--- config.mk ---
export PLATFORM = sky130hd
export DESIGN_NAME = decode_stage_fwd
export DESIGN_NICKNAME = d
export VERILOG_FILES = /design/src/rtl/decode_stage_fwd_pkg.sv /design/src/rtl/fwd_resolve.sv /design/src/rtl/decode_stage_fwd.sv
export SDC_FILE = /design/constraint.sdc
export NUM_CORES = 2
export LEC_CHECK = 0
export ABC_AREA = 0
export CORE_UTILIZATION = 44
export CTS_CLUSTER_DIAMETER = 150
export DETAILED_ROUTE_END_ITERATION = 6
export DONT_BUFFER_PORTS = 1
export HOLD_SLACK_MARGIN = 0.15
export PLACE_DENSITY = 0.65
export SLEW_MARGIN = 20
export SYNTH_ARGS = -nofsm -noshare
export SYNTH_HDL_FRONTEND = slang
export SYNTH_HIERARCHICAL = 1
export SYNTH_SLANG_ARGS = --single-unit
--- constraint.sdc ---
create_clock -name Clk -period 5 [get_ports Clk]
set_input_delay 0.5 -clock Clk [delete_from_list [all_inputs] [get_ports Clk]]
set_output_delay 0.5 -clock Clk [all_outputs]
set_load 0.02 [all_outputs]
--- src/rtl/decode_stage_fwd_pkg.sv ---
// decode_stage_fwd_pkg: MIPS decode constants, IR field helpers, encodings and operand use-table
package decode_stage_fwd_pkg;
  localparam logic [5:0] OP_RTYPE = 6'h00, OP_REGIMM = 6'h01, OP_J = 6'h02, OP_JAL = 6'h03;
  localparam logic [5:0] OP_BEQ = 6'h04, OP_BNE = 6'h05, OP_BLEZ = 6'h06, OP_BGTZ = 6'h07;
  localparam logic [5:0] OP_ADDI = 6'h08, OP_ADDIU = 6'h09, OP_SLTI = 6'h0a, OP_SLTIU = 6'h0b;
  localparam logic [5:0] OP_ANDI = 6'h0c, OP_ORI = 6'h0d, OP_XORI = 6'h0e, OP_LUI = 6'h0f;
  localparam logic [5:0] OP_LB = 6'h20, OP_LH = 6'h21, OP_LW = 6'h23, OP_LBU = 6'h24, OP_LHU = 6'h25;
  localparam logic [5:0] OP_SB = 6'h28, OP_SH = 6'h29, OP_SW = 6'h2b;
  localparam logic [5:0] FN_SLL = 6'h00, FN_SRL = 6'h02, FN_SRA = 6'h03, FN_JR = 6'h08, FN_JALR = 6'h09;
  localparam logic [4:0] RT_BLTZ = 5'd0, RT_BGEZ = 5'd1;
  typedef enum logic [1:0] {NPC_SEQ = 2'd0, NPC_PC = 2'd1, NPC_REG = 2'd2} npc_sel_e;
  typedef enum logic [1:0] {EXT_SIGN = 2'd0, EXT_ZERO = 2'd1, EXT_UPPER = 2'd2} ext_op_e;
  function automatic logic [5:0] ir_op(input logic [31:0] ir); return ir[31:26]; endfunction
  function automatic logic [4:0] ir_rs(input logic [31:0] ir); return ir[25:21]; endfunction
  function automatic logic [4:0] ir_rt(input logic [31:0] ir); return ir[20:16]; endfunction
  function automatic logic [5:0] ir_fn(input logic [31:0] ir); return ir[5:0]; endfunction
  function automatic logic [15:0] ir_imm(input logic [31:0] ir); return ir[15:0]; endfunction
  function automatic logic uses_rs(input logic [31:0] ir);
    return ir_op(ir) == OP_RTYPE ? !(ir_fn(ir) inside {FN_SLL, FN_SRL, FN_SRA}) :
           ir_op(ir) inside {OP_REGIMM, OP_BEQ, OP_BNE, OP_BLEZ, OP_BGTZ, OP_ADDI, OP_ADDIU,
                             OP_SLTI, OP_SLTIU, OP_ANDI, OP_ORI, OP_XORI, OP_LB, OP_LH, OP_LW,
                             OP_LBU, OP_LHU, OP_SB, OP_SH, OP_SW};
  endfunction
  function automatic logic uses_rt(input logic [31:0] ir);
    return ir_op(ir) == OP_RTYPE ? !(ir_fn(ir) inside {FN_JR, FN_JALR}) :
           ir_op(ir) inside {OP_BEQ, OP_BNE, OP_SB, OP_SH, OP_SW};
  endfunction
  function automatic ext_op_e ext_op(input logic [31:0] ir);
    return ir_op(ir) inside {OP_ANDI, OP_ORI, OP_XORI} ? EXT_ZERO :
           ir_op(ir) == OP_LUI ? EXT_UPPER : EXT_SIGN;
  endfunction
endpackage

--- src/rtl/fwd_resolve.sv ---
// fwd_resolve: resolves one register operand through the forwarding network, W bypass and GRF
module fwd_resolve #(
  parameter int NFWD = 3,
  parameter int XLEN = 32
) (
  input  logic [4:0]           addr,
  input  logic [XLEN-1:0]      grf_val,
  input  logic [NFWD*5-1:0]    fwd_addr,
  input  logic [NFWD-1:0]      fwd_write,
  input  logic [NFWD-1:0]      fwd_ready,
  input  logic [NFWD*XLEN-1:0] fwd_data,
  input  logic [4:0]           wb_addr,
  input  logic [XLEN-1:0]      wb_data,
  input  logic                 wb_en,
  output logic [XLEN-1:0]      val,
  output logic                 hazard
);
  logic hit, rdy;
  logic [XLEN-1:0] fdat;
  // scanning oldest to youngest lets the youngest matching source overwrite the rest
  always_comb begin
    hit = 1'b0;
    rdy = 1'b0;
    fdat = '0;
    for (int i = NFWD - 1; i >= 0; i--)
      if (fwd_write[i] && fwd_addr[i*5 +: 5] == addr) begin
        hit = 1'b1;
        rdy = fwd_ready[i];
        fdat = fwd_data[i*XLEN +: XLEN];
      end
  end
  assign hazard = addr != '0 && hit && !rdy;
  assign val = addr == '0 ? '0 : hit ? fdat : (wb_en && wb_addr == addr) ? wb_data : grf_val;
endmodule

--- src/rtl/decode_stage_fwd.sv ---
// decode_stage_fwd: MIPS D stage with GRF, forwarding, load-use stall, branch resolve and D/E register
module decode_stage_fwd #(
  parameter int XLEN = 32,
  parameter int NREG = 32,
  parameter int NFWD = 3,
  parameter int CNTW = 16
) (
  input  logic                 Clk,
  input  logic                 Reset,
  input  logic [31:0]          IRD,
  input  logic [XLEN-1:0]      PC4D,
  input  logic                 ValidD,
  input  logic                 FlushE,
  input  logic [NFWD*5-1:0]    FwdAddr,
  input  logic [NFWD-1:0]      FwdWrite,
  input  logic [NFWD-1:0]      FwdReady,
  input  logic [NFWD*XLEN-1:0] FwdData,
  input  logic [4:0]           WbAddr,
  input  logic [XLEN-1:0]      WbData,
  input  logic                 WbEn,
  output logic                 StallD,
  output logic                 Branch,
  output logic [1:0]           NPC_Sel,
  output logic [XLEN-1:0]      NPC,
  output logic [31:0]          IRE,
  output logic [XLEN-1:0]      PC4E,
  output logic [XLEN-1:0]      RSE,
  output logic [XLEN-1:0]      RTE,
  output logic [XLEN-1:0]      EXTE,
  output logic                 ValidE,
  output logic [CNTW-1:0]      StallCnt
);
  import decode_stage_fwd_pkg::*;
  localparam int AW = $clog2(NREG);
  logic [XLEN-1:0] grf [NREG];
  logic [XLEN-1:0] rs_val, rt_val, sext, ext, br_tgt, j_tgt;
  logic [5:0] op;
  logic [4:0] rs, rt;
  logic [15:0] imm;
  logic rs_haz, rt_haz, neg, zero, is_jr, taken, bubble;
  ext_op_e eop;
  assign op = ir_op(IRD);
  assign rs = ir_rs(IRD);
  assign rt = ir_rt(IRD);
  assign imm = ir_imm(IRD);
  assign eop = ext_op(IRD);
  always_ff @(posedge Clk or negedge Reset)
    if (!Reset) grf <= '{default: '0};
    else if (WbEn && WbAddr[AW-1:0] != '0) grf[WbAddr[AW-1:0]] <= WbData;
  fwd_resolve #(.NFWD(NFWD), .XLEN(XLEN)) u_rs (
    .addr(rs), .grf_val(grf[rs[AW-1:0]]), .fwd_addr(FwdAddr), .fwd_write(FwdWrite),
    .fwd_ready(FwdReady), .fwd_data(FwdData), .wb_addr(WbAddr), .wb_data(WbData),
    .wb_en(WbEn), .val(rs_val), .hazard(rs_haz)
  );
  fwd_resolve #(.NFWD(NFWD), .XLEN(XLEN)) u_rt (
    .addr(rt), .grf_val(grf[rt[AW-1:0]]), .fwd_addr(FwdAddr), .fwd_write(FwdWrite),
    .fwd_ready(FwdReady), .fwd_data(FwdData), .wb_addr(WbAddr), .wb_data(WbData),
    .wb_en(WbEn), .val(rt_val), .hazard(rt_haz)
  );
  assign StallD = ValidD && ((uses_rs(IRD) && rs_haz) || (uses_rt(IRD) && rt_haz));
  assign sext = XLEN'($signed(imm));
  assign ext = eop == EXT_ZERO ? XLEN'(imm) : eop == EXT_UPPER ? XLEN'($signed({imm, 16'h0000})) : sext;
  assign neg = rs_val[XLEN-1];
  assign zero = rs_val == '0;
  assign is_jr = op == OP_RTYPE && ir_fn(IRD) inside {FN_JR, FN_JALR};
  assign taken = op == OP_BEQ ? rs_val == rt_val :
                 op == OP_BNE ? rs_val != rt_val :
                 op == OP_BLEZ ? neg || zero :
                 op == OP_BGTZ ? !neg && !zero :
                 op == OP_REGIMM ? (rt == RT_BLTZ ? neg : rt == RT_BGEZ ? !neg : 1'b0) :
                 op inside {OP_J, OP_JAL} || is_jr;
  assign Branch = ValidD && !StallD && taken;
  assign NPC_Sel = !Branch ? NPC_SEQ : is_jr ? NPC_REG : NPC_PC;
  assign br_tgt = PC4D + {sext[XLEN-3:0], 2'b00};
  assign j_tgt = {PC4D[XLEN-1:28], IRD[25:0], 2'b00};
  assign NPC = is_jr ? rs_val : op inside {OP_J, OP_JAL} ? j_tgt : br_tgt;
  assign bubble = FlushE || StallD || !ValidD;
  always_ff @(posedge Clk or negedge Reset)
    if (!Reset) begin
      IRE <= '0;
      PC4E <= '0;
      RSE <= '0;
      RTE <= '0;
      EXTE <= '0;
      ValidE <= 1'b0;
      StallCnt <= '0;
    end else begin
      IRE <= bubble ? '0 : IRD;
      PC4E <= bubble ? '0 : PC4D;
      RSE <= bubble ? '0 : rs_val;
      RTE <= bubble ? '0 : rt_val;
      EXTE <= bubble ? '0 : ext;
      ValidE <= !bubble;
      if (StallD && !(&StallCnt)) StallCnt <= StallCnt + 1'b1;
    end
endmodule

==> metrics.txt <==
top cells by area, synth=dfrtp_1, mux4_2, mux2_2; Post-synth ARST share=100%; Row Count=141; run status=finished with violations; Vias per Instance=6.59; number of global-route vias before repair=roughly 44000; worst-case headroom to the max-slew limit=between 20% and 30%; number of I/O pins=436; count of antenna-violating nets left after detailed routing=0; maximum clock rate=0.181 GHz; maximum number of pins on one net before global-route repair=around 1200; net count of the mapped netlist=4697; startpoint class of the critical path=input port; number of buffers added by the clock tree synthesis step=134; number of DRC violations after detailed routing=0; commonest cells after routing, fill and taps aside=dfrtp_1, mux2_2, mux4_2; max-capacitance violation count=0; data arrival time of the worst path=5.03 ns; post-detailed-routing wire length=around 230000 µm; floorplan die height=between 300 and 400 µm; clock tree from TritonCTS=done; Post-Synthesis Cells=4443; Required @ worst endpoint=4.50 ns; post-synthesis register bit count=1201; number of detailed-route iterations in the first pass=7; CP Capture Type=primary output; number of antenna violations at the first check in global routing=17; CTS HTree Levels=4; routability-driven placement congestion ratio=0.968; starting density of the core=44.5%; global-route wire length before repair=326000 µm; Clock Sink Count=1201; CTS root buf=clkbuf_16; global-route total usage across every layer=29.9%; overflow left after global routing=0; sequential share of the synthesized area=45.5%; fraction of layout cells with a size suffix above 1=52.2%; number of warnings printed during yosys synthesis=6; overall power=29.7 mW; post-route clock skew=0.0243 ns; synthesized area per cell=14.9 µm²; NumNets Final=about 4700; Die X=389 µm; Critical Setup Path Class=in2out; post-layout instance count excluding filler cells=6549; placed wire-length estimate after detailed placement=129000 µm; routed vias=about 43000; final-layout setup total negative slack=-1.57 ns; Initial DRC Count=4162; period utilization=111%; final routed wire length divided by cell count=34.6 µm; power per cell area=397 mW/mm²; fill count=between 10000 and 15000; Worst-path clk slew=0.05 ns; Die Outline Area=approximately 0.15 mm²; Cell variety after synth=75; Tmin final=roughly 5.5 ns; pins over their slew limit=0; clk buf depth=3; setup-violating endpoint count in the final report=3; Hold Path Class=in2reg; cell taking the most area after synthesis=dfrtp_1; failing checks=negative setup slack; top flip-flop cell by instance count after synthesis=dfrtp_1; Clock Latency Late Sink=~0.78 ns; Area growth syn-to-layout=13.3%; slew at the pin with the worst max-slew slack=~1.2 ns; number of hold violations in the final report=0; worst-case vdd ir drop=0.382 mV; count of flip-flops with a built-in enable after synthesis=0; core area=~0.15 mm²; area share of the largest cell type after synthesis=45.5%; worst-path fanout max=between 200 and 300; fin worst setup slack=-0.527 ns; unrepaired setup endpoints after global routing=true; most frequent standard cell in the layout excluding fill and tap cells=dfrtp_1; Leak Pwr=31.9 nW; Netlist Area Pre-Place=0.0661 mm²; post-layout util=50.5%; placed instance count=6165; number of port buffers=0
final timing paths:
check | startpoint | endpoint | slack [ns] | cells past startpoint
max in group asynchronous | Reset | grf[650] | 1.21 | 6
max reg2reg | grf[522] | RTE[10] | 1.78 | 9
min reg2reg | grf[1022] | grf[1022] | 0.39 | 0
min in group asynchronous | Reset | PC4E[30] | 0.33 | 2
max | IRD[21] | NPC_Sel[0] | -0.53 | 20
min | FwdData[92] | RTE[28] | 0.20 | 3
metal layers:
| layer | vias to the layer above | global-route usage [%] | routed length, µm |
|---|---|---|---|
| li1 | 17079 | - | - |
| met1 | 23490 | 40.1 | 89800 |
| met2 | 2057 | 44.7 | 102000 |
| met3 | 500 | 8.47 | 22200 |
| met4 | 4 | 14.1 | 12000 |
| met5 | - | 0 | 86 |
cell type report:
| cell class | instances | area [µm²] | share of cell area, % |
|---|---|---|---|
| tap | 2002 | 2500 | 3.35 |
| multi-input combinational | 2751 | 34600 | 46.3 |
| clock inverter | 34 | 448 | 0.598 |
| timing repair buffer | 333 | 3120 | 4.17 |
| inverter | 14 | 55.1 | 0.0735 |
| sequential | 1201 | 30100 | 40.1 |
| clock buffer | 198 | 4000 | 5.34 |
| antenna | 16 | 40.0 | 0.0535 |
critical path, cell delays in order:
cell	delay (ns)
xor2_1	0.38
nor4_1	0.36
buf_4	0.17
nand3_1	0.12
buf_4	0.16
nand3_2	0.10
buf_4	0.28
buf_4	0.20
a211oi_1	0.05
buf_4	0.18
a211oi_2	0.36
buf_4	0.25
xor2_1	0.08
nor4_2	0.31
nand4_1	0.14
nor2_2	0.14
xnor2_1	0.08
a311o_2	0.47
nor2_1	0.12
buf_4	0.15
report_power, final:
group          switching, mW  leakage [nW]  internal (mW)  total (mW)
sequential              1.27          15.5           11.4        12.7
clock                   4.24          2.20           5.82        10.1
combinational           2.81          14.2           4.17        6.99
total                   8.33          31.9           21.4        29.7
Yosys cell counts (all sizes together) (20+ instances only):
master / instances
a211oi: 131
a21o: 20
a21oi: 51
and2: 129
and3: 25
buf: 161
clkbuf: 316
dfrtp: 1201
ha: 30
mux2: 1057
mux4: 640
nand2: 72
nand3: 25
nor2: 70
nor2b: 69
nor4: 29
o21a: 20
o21ai: 89
o22ai: 70
xnor2: 35
xor2: 74
registers in the layout, summed over array words and instances (netlist names):
register  flops
ValidE        1
PC4E         32
StallCnt     16
EXTE         32
grf        1024
RSE          32
IRE          32
RTE          32
timing repair:
action	in CTS	in global routing
setup endpoints to repair	3	3
resized for setup	57	36
setup buffers	10	5
hold buffers	113	2
endpoints found under the hold margin	2300	256
pin swaps	29	32
cells by family after synthesis:
| group | share of synthesized area, % |
|---|---|
| mux | 39.9 |
| flops | 45.5 |
| buf+inv | 3.18 |
| simple gates | 4.14 |
| compound gates | 5.24 |
| xor+xnor | 1.45 |
| fa+ha+maj | 0.598 |
stage by stage:
step / hold slack, ns / setup WS [ns] / area, µm²
3_3_place_gp: 0.235 / -0.710 / 68500
6_report: 0.202 / -0.527 / 74900
3_5_place_dp: 0.236 / -0.641 / 68500
4_1_cts: -0.595 / -0.405 / 74400
2_1_floorplan: 0.204 / 0.117 / 66100
5_1_grt: 0.175 / -0.520 / 74800
Note: power is estimated with default switching activity, not from simulation.
